File: config.mk
export PLATFORM = sky130hd
export DESIGN_NAME = ecc_scrub_ctrl
export DESIGN_NICKNAME = d
export VERILOG_FILES = /design/src/rtl/ecc_pkg.sv /design/src/rtl/ecc_sat_counter.sv /design/src/rtl/ecc_scrub_ctrl.sv
export SDC_FILE = /design/constraint.sdc
export NUM_CORES = 1
export LEC_CHECK = 0
export ABC_AREA = 1
export ABC_CLOCK_PERIOD_IN_PS = 2600
export CELL_PAD_IN_SITES_DETAIL_PLACEMENT = 1
export CELL_PAD_IN_SITES_GLOBAL_PLACEMENT = 1
export CORE_MARGIN = 5
export CORE_UTILIZATION = 37
export CTS_CLUSTER_DIAMETER = 100
export DETAILED_ROUTE_END_ITERATION = 10
export GPL_TIMING_DRIVEN = 1
export PLACE_DENSITY_LB_ADDON = 0.1
export SKIP_CTS_REPAIR_TIMING = 1
export SLEW_MARGIN = 20
export SYNTH_ARGS = -nofsm -noshare
export SYNTH_HDL_FRONTEND = slang
export SYNTH_SLANG_ARGS = --single-unit
File: constraint.sdc
create_clock -name clk -period 2.6 [get_ports clk]
set_clock_uncertainty 0.05 [all_clocks]
set_input_delay 0.52 -clock clk [delete_from_list [all_inputs] [get_ports clk]]
set_output_delay 0.52 -clock clk [all_outputs]
set_load 0.01 [all_outputs]
File: src/rtl/ecc_pkg.sv
// Shared widths, FSM state encoding and codeword layout for the ECC scrubber.
package ecc_pkg;

  localparam int DATA_W = 32;
  localparam int ECC_W  = 7;
  localparam int CW_W   = DATA_W + ECC_W;

  typedef enum logic [2:0] {
    S_IDLE,
    S_GAP,
    S_RD_REQ,
    S_RD_WAIT,
    S_WR_REQ,
    S_DONE
  } scrub_state_e;

  // Check bits sit above the data so the packed struct matches {ecc, data}.
  typedef struct packed {
    logic [ECC_W-1:0]  ecc;
    logic [DATA_W-1:0] data;
  } codeword_t;

  function automatic codeword_t make_cw(input logic [ECC_W-1:0] ecc, input logic [DATA_W-1:0] data);
    codeword_t cw;
    cw.ecc  = ecc;
    cw.data = data;
    return cw;
  endfunction

endpackage

File: src/rtl/ecc_sat_counter.sv
// Saturating up-counter; a clear in the same cycle as an increment wins.
module ecc_sat_counter #(
  parameter int W = 16
) (
  input  logic         clk,
  input  logic         rst_l,
  input  logic         inc,
  input  logic         clr,
  output logic [W-1:0] count
);

  always_ff @(posedge clk or negedge rst_l) begin
    if (!rst_l) begin
      count <= '0;
    end else if (clr) begin
      count <= '0;
    end else if (inc && (count != '1)) begin
      count <= count + W'(1);
    end
  end

endmodule

File: src/rtl/ecc_scrub_ctrl.sv
// Background SECDED scrubber: paced reads over the array, write-back of
// corrected words, logging of uncorrectable ones.
//
// state     | meaning
// ----------+------------------------------------------------------------
// S_IDLE    | waiting for scrub_start
// S_GAP     | pacing delay of INTERVAL cycles before the next read
// S_RD_REQ  | rd_req held for the current address until rd_gnt
// S_RD_WAIT | read granted, waiting for the decoder result
// S_WR_REQ  | write-back of the corrected codeword held until wr_gnt
// S_DONE    | one-cycle pass end (done pulse), back to S_IDLE
module ecc_scrub_ctrl
  import ecc_pkg::*;
#(
  parameter int DEPTH    = 1024,
  parameter int AW       = (DEPTH > 1) ? $clog2(DEPTH) : 1,
  parameter int INTERVAL = 16,
  parameter int CNT_W    = 16
) (
  input  logic              clk,
  input  logic              rst_l,
  input  logic              scrub_start,
  input  logic              scrub_abort,
  input  logic              clr_status,
  output logic              rd_req,
  output logic [AW-1:0]     rd_addr,
  input  logic              rd_gnt,
  input  logic              dec_valid,
  input  logic [DATA_W-1:0] dec_dout,
  input  logic [ECC_W-1:0]  dec_ecc_out,
  input  logic              dec_single_ecc_error,
  input  logic              dec_double_ecc_error,
  output logic              wr_req,
  output logic [AW-1:0]     wr_addr,
  output logic [CW_W-1:0]   wr_data,
  input  logic              wr_gnt,
  output logic              busy,
  output logic              done,
  output logic [CNT_W-1:0]  sec_count,
  output logic [CNT_W-1:0]  ded_count,
  output logic              ded_first_valid,
  output logic [AW-1:0]     ded_first_addr,
  output logic              irq_ded
);

  localparam int GAP_W = (INTERVAL > 1) ? $clog2(INTERVAL) : 1;
  localparam logic [GAP_W-1:0] GAP_LOAD = (INTERVAL > 0) ? GAP_W'(INTERVAL - 1) : '0;
  localparam logic [AW-1:0] LAST_ADDR = AW'(DEPTH - 1);

  scrub_state_e     state;
  logic [AW-1:0]    addr;
  logic [GAP_W-1:0] gap_cnt;
  codeword_t        wr_cw;

  logic dec_take;
  logic sec_inc;
  logic ded_inc;
  logic advance;
  logic finish_pass;

  // Double error takes priority over single when the decoder flags both.
  assign dec_take    = (state == S_RD_WAIT) && dec_valid;
  assign ded_inc     = dec_take && dec_double_ecc_error;
  assign sec_inc     = dec_take && dec_single_ecc_error && !dec_double_ecc_error;
  assign advance     = (dec_take && !sec_inc) || ((state == S_WR_REQ) && wr_gnt);
  assign finish_pass = (addr == LAST_ADDR) || scrub_abort;

  assign rd_addr = addr;
  assign wr_data = wr_cw;

  always_ff @(posedge clk or negedge rst_l) begin
    if (!rst_l) begin
      state           <= S_IDLE;
      addr            <= '0;
      gap_cnt         <= '0;
      rd_req          <= 1'b0;
      wr_req          <= 1'b0;
      wr_addr         <= '0;
      wr_cw           <= '0;
      busy            <= 1'b0;
      done            <= 1'b0;
      ded_first_valid <= 1'b0;
      ded_first_addr  <= '0;
      irq_ded         <= 1'b0;
    end else begin
      done <= 1'b0;
      case (state)
        S_IDLE: begin
          if (scrub_start) begin
            addr   <= '0;
            busy   <= 1'b1;
            rd_req <= 1'b1;
            state  <= S_RD_REQ;
          end
        end
        S_RD_REQ: begin
          if (rd_gnt) begin
            rd_req <= 1'b0;
            state  <= S_RD_WAIT;
          end else if (scrub_abort) begin
            rd_req <= 1'b0;
            busy   <= 1'b0;
            done   <= 1'b1;
            state  <= S_DONE;
          end
        end
        S_RD_WAIT: begin
          if (ded_inc) begin
            if (!ded_first_valid) begin
              ded_first_valid <= 1'b1;
              ded_first_addr  <= addr;
            end
            irq_ded <= 1'b1;
          end else if (sec_inc) begin
            wr_req  <= 1'b1;
            wr_addr <= addr;
            wr_cw   <= make_cw(dec_ecc_out, dec_dout);
            state   <= S_WR_REQ;
          end
        end
        S_WR_REQ: begin
          if (wr_gnt) wr_req <= 1'b0;
        end
        S_GAP: begin
          if (scrub_abort) begin
            busy  <= 1'b0;
            done  <= 1'b1;
            state <= S_DONE;
          end else if (gap_cnt == '0) begin
            rd_req <= 1'b1;
            state  <= S_RD_REQ;
          end else begin
            gap_cnt <= gap_cnt - GAP_W'(1);
          end
        end
        S_DONE:  state <= S_IDLE;
        default: state <= S_IDLE;
      endcase

      // Leaving a word: either end the pass or step to the next address.
      if (advance) begin
        if (finish_pass) begin
          busy  <= 1'b0;
          done  <= 1'b1;
          state <= S_DONE;
        end else begin
          addr <= addr + AW'(1);
          if (INTERVAL > 0) begin
            gap_cnt <= GAP_LOAD;
            state   <= S_GAP;
          end else begin
            rd_req <= 1'b1;
            state  <= S_RD_REQ;
          end
        end
      end

      if (clr_status) begin
        ded_first_valid <= 1'b0;
        ded_first_addr  <= '0;
        irq_ded         <= 1'b0;
      end
    end
  end

  ecc_sat_counter #(.W(CNT_W)) u_sec_cnt (
    .clk   (clk),
    .rst_l (rst_l),
    .inc   (sec_inc),
    .clr   (clr_status),
    .count (sec_count)
  );

  ecc_sat_counter #(.W(CNT_W)) u_ded_cnt (
    .clk   (clk),
    .rst_l (rst_l),
    .inc   (ded_inc),
    .clr   (clr_status),
    .count (ded_count)
  );

endmodule

Yosys cells after proc, flatten, opt, wreduce, memory -nomap -nowiden
Index checks and enable logic that the tools add are counted.
{ "totals": {"ff_bits": 113, "output_inout_bits": 107} }
{ "classes": {"addsub": 4, "eq_ne": 21, "n_mux": 51, "n_bitwise": 1, "reduce_logical": 26} }
{ "ops": {"columns": ["operator", "count"], "rows": [
  ["10-bit 2-to-1 mux", 8],
  ["16-bit 2-to-1 mux", 4],
  ["16-bit by 1-bit adder with 16-bit output (second input constant)", 2],
  ["16-bit inequality test (second input constant)", 2],
  ["3-bit 2-to-1 mux", 9],
  ["1-bit 2-to-1 mux", 20],
  ["4-bit 2-to-1 mux", 5],
  ["2-bit inequality test (second input constant)", 8],
  ["3-bit one-hot mux with 5 select lines", 1],
  ["3-bit inequality test (second input constant)", 4],
  ["10-bit by 1-bit adder with 10-bit output (second input constant)", 1],
  ["10-bit == test (second input constant)", 1],
  ["2-bit nonzero test", 5],
  ["1-bit logical AND", 8],
  ["4-bit inequality test (second input constant)", 2],
  ["3-bit by 2-bit == test with 1-bit output (second input constant)", 2],
  ["1-bit one-hot mux with 3 select lines", 2],
  ["3-bit AND reduction", 2],
  ["6-bit AND reduction", 1],
  ["5-bit AND reduction", 1],
  ["4-bit zero test", 1],
  ["1-bit one-hot mux with 2 select lines", 2],
  ["4-bit AND reduction", 1],
  ["4-bit by 1-bit subtractor with 4-bit output (second input constant)", 1],
  ["other kinds (8)", 10]
]} }

Logic depth before layout (Yosys ltp)
{ "logic_depth": {"ltp_word": 9, "depth_mapped": 10} }

Cells and area by module
From an unflattened synthesis, not the netlist that was laid out.
{ "hier_totals": {"hier_cells": 721, "hier_area_um2": 5814.3} }
{ "by_module_without_submodules": {"columns": ["module", "instances", "cells_each", "area_per_inst_um2", "seq_area_each_um2"], "rows": [
  ["ecc_scrub_ctrl", 1, 433, 3739.8, 2026.9],
  ["ecc_sat_counter", 2, 144, 1037.2, 400.4]
]} }

Worst setup path after synthesis
Ideal clock, no wire load.
{ "synth_timing": {"path_kind": "register to register", "from": "register addr[0], in the netlist rd_addr[0]", "to": "register gap_cnt[3]", "setup_time_ps": 130, "arrival_ps": 1450, "required_ps": 2420, "slack_ps": 970, "stages_incl_launch_ff": 10, "path_cell_list": "dfrtp_1 ha_1 nand2_1 nor2_4 nand3_1 nand2_2 inv_2 nand2_4 buf_6 o211ai_1"} }
{ "synth_via": {"elab_chain_cells": 4} }
{ "synth_lines": {"columns": ["item", "line", "source"], "rows": [
  ["from (decl)", "ecc_scrub_ctrl.sv:51", "logic [AW-1:0] addr;"],
  ["from (signal assigned)", "ecc_scrub_ctrl.sv:147", "addr <= addr + AW'(1);"],
  ["10-bit == test", "ecc_scrub_ctrl.sv:66", "assign finish_pass = (addr == LAST_ADDR) || scrub_abort;"],
  ["1-bit logical OR", "ecc_scrub_ctrl.sv:66", null],
  ["4-bit 2-to-1 mux", "ecc_scrub_ctrl.sv:142", "if (finish_pass) begin"],
  ["4-bit 2-to-1 mux", "ecc_scrub_ctrl.sv:141", "if (advance) begin"],
  ["to (signal assigned)", "ecc_scrub_ctrl.sv:133", "gap_cnt <= gap_cnt - GAP_W'(1);"],
  ["to (decl)", "ecc_scrub_ctrl.sv:52", "logic [GAP_W-1:0] gap_cnt;"]
]} }
No other way between the ends.
A chain may end at the register's enable or synchronous reset.

Worst setup path in the final report
{ "layout_timing": {"from": "register addr[0], in the netlist rd_addr[0]", "to": "output port rd_addr[0]"} }
{ "layout_rtl": {"columns": ["item", "line", "source"], "rows": [
  ["to (decl)", "ecc_scrub_ctrl.sv:26", "output logic [AW-1:0] rd_addr,"]
]} }
No word-level cell between the ends.

==> run summary <==
Clock sinks = 113
TritonCTS clock tree = yes
Residual DRC count = 0
Final Max Tran Viols = 0
WL per Instance = 17.3 um
Starting Density = 0.375
Die area = 17900 um^2
Die height = 134 um
Mean post-synth cell area = 7.72 um^2
Cell Area, Placed = 7440 um^2
Outcome = completed
Mapped Area = 5680 um^2
Largest fanout on the critical path = 9
Most frequent cells in the layout = nand2_1, clkdlybuf4s50_1, dfrtp_1
RSZ-0062 raised after global routing = false
CTS buffer count = 17
# fillers = 1808
Post-route cell area = 8060 um^2
Die X-Extent = 134 um
Hold Fails Final Rpt = 0
Maximum VDD drop = 0.000518 V
Largest net degree at the start of global routing = 57
Total GRT Usage = 0.216
Delay-heaviest family, CP = buffers and inverters
CTS Root Cell = clkbuf_16
Worst path slowest cell = clkdlybuf4s50_1
Commonest non-fill, non-tap cell in the layout = nand2_1
Relative slew slack = 0.580
Leakage = 0.00382 uW
Max-Cap Viols = 0
Fmax = 464 MHz
Net Count, Synth = 789
Power Dens Cells = 798 nW/um^2
Antenna-violating nets left = 0
Final period util = 0.829
Seq/Total Area, Yosys = 0.498
Synthesis-stage register bit count = 113
Top Ports = 156
Final Critical Period = 2.15 ns
Syn Inst Count = 736
Diode count = 0
First-pass GRT wire length = 30800 um
Critical-path cell list = clkdlybuf4s50_1
Setup_tns = 0 ns
Critical Path RT = 2.03 ns
Total Wirelength = 18900 um
Tightest Pin Transition = 0.630 ns
Ys Warns = 0
Clock edge transition at the registers on the reported setup and hold paths = 0.06 ns
Gpl congestion = 0.828
Share of cells above drive strength 1 = 0.0760
Row Count = 45
WP buf/inv = 1
Crit path DAT = 1.58 ns
Clock Latency Late Sink = 0.42 ns
Class of the worst hold path = primary input to asynchronous set/reset pin
Synth cell types = 30
Antenna violations before repair = 0
DRT Pass-1 Iters = 4
Crit-path max cell delay = 0.61 ns
DR vias = 5499
GRT overflow = 0
H-tree depth = 4
Setup violators final = 0
Maximum root-to-sink buffer count = 2
Vias in the first global route = 5855
Via density = 5.02
WS Path Type = flip-flop to output pin
1st-iter DRT viols = 206
Nets@finish = 949
Area grow syn2layout = 41.8%
Crit path capture type = output pin
Core area = 15100 um^2
Core Util, Final = 0.532
HPWL after DPL = 13800 um
Startpoint class of the critical path = flip-flop
PortBufs = 155
synthesized netlist by cell type:
library cell,instances,area share
o21bai_1,5,0.0066
nand4_1,29,0.032
nand2_2,8,0.0088
inv_1,47,0.031
nand3_1,43,0.038
xor2_1,16,0.025
buf_4,4,0.0053
nand2_4,1,0.0020
nor2_2,5,0.0055
or2_2,1,0.0011
o21ai_1,4,0.0035
buf_6,4,0.0079
nor3_1,4,0.0035
clkinv_1,1,0.00066
nand2_1,324,0.21
dfrtp_1,113,0.50
ha_1,4,0.0088
nand3b_1,1,0.0013
xnor2_1,2,0.0031
inv_2,3,0.0020
buf_2,10,0.0088
o21ai_0,26,0.023
o211ai_1,2,0.0026
a21oi_1,4,0.0035
nand3_2,3,0.0053
clkbuf_1,5,0.0033
nor2_1,58,0.038
inv_4,1,0.0011
o21ai_4,1,0.0029
nor2_4,7,0.014
metal layers:
metal	up-vias	GRT usage	part of all wire
li1	2643	-	-
met1	2740	0.258	0.43
met2	95	0.389	0.53
met3	21	0.0390	0.034
met4	0	0.0771	0.013
met5	-	0	0
sequential cells by signal, summed over array words and instances (netlist names):
signal and cells:
rd_req 1, irq_ded 1, u_ded_cnt.count 16, ded_first_addr 10
u_sec_cnt.count 16, wr_req 1, gap_cnt 4, state 3
rd_addr 10, wr_data 39, done 1, busy 1
wr_addr 10
worst paths after layout:
kind,from,to,slack [ns],cells after the start
min in group clk,wr_data[4],wr_data[4],0.43,2
hold reg to reg,wr_data[4],wr_data[4],0.43,2
max in group asynchronous,rst_l,wr_data[26],1.76,2
setup / recovery,rd_addr[0],rd_addr[0],0.45,1
hold / removal,rst_l,u_sec_cnt.count[5],0.06,1
setup reg to reg,rd_addr[0],rd_addr[9],0.53,10
cells by family (layout without fill, tap and decap cells):
kind of cell,count (synthesis),in the layout,share of synthesized area
xor+xnor,18,18,0.0277
compound gates,42,42,0.0421
fa+ha+maj,4,4,0.00881
flops,113,113,0.498
simple gates,484,484,0.364
buf+inv,75,247,0.0601
area by class of cell:
class / instances / area, um^2 / share of cell area
multi-input combinational: 548 / 2510 / 0.312
tap: 188 / 235 / 0.0292
clock buffer: 21 / 460 / 0.0571
timing repair buffer: 164 / 1670 / 0.207
clock inverter: 10 / 159 / 0.0197
sequential: 113 / 2830 / 0.351
inverter: 52 / 198 / 0.0245
where the power goes:
group	switching (uW)	total [uW]	internal (uW)
logic	844	1640	791
registers	249	2330	2090
clock network	822	2460	1640
per-stage QoR:
step	worst slack, ns	power (uW)	hold WS, ns	std cells
2_1_floorplan	0.970	3070	0.174	736
3_3_place_gp	0.411	3930	0.412	1065
3_5_place_dp	0.318	4010	0.414	1065
4_1_cts	0.399	6520	0.0767	1096
5_1_grt	0.351	6780	0.108	1096
6_report	0.445	6440	0.0583	1096
(Power assumes the default switching activity.)
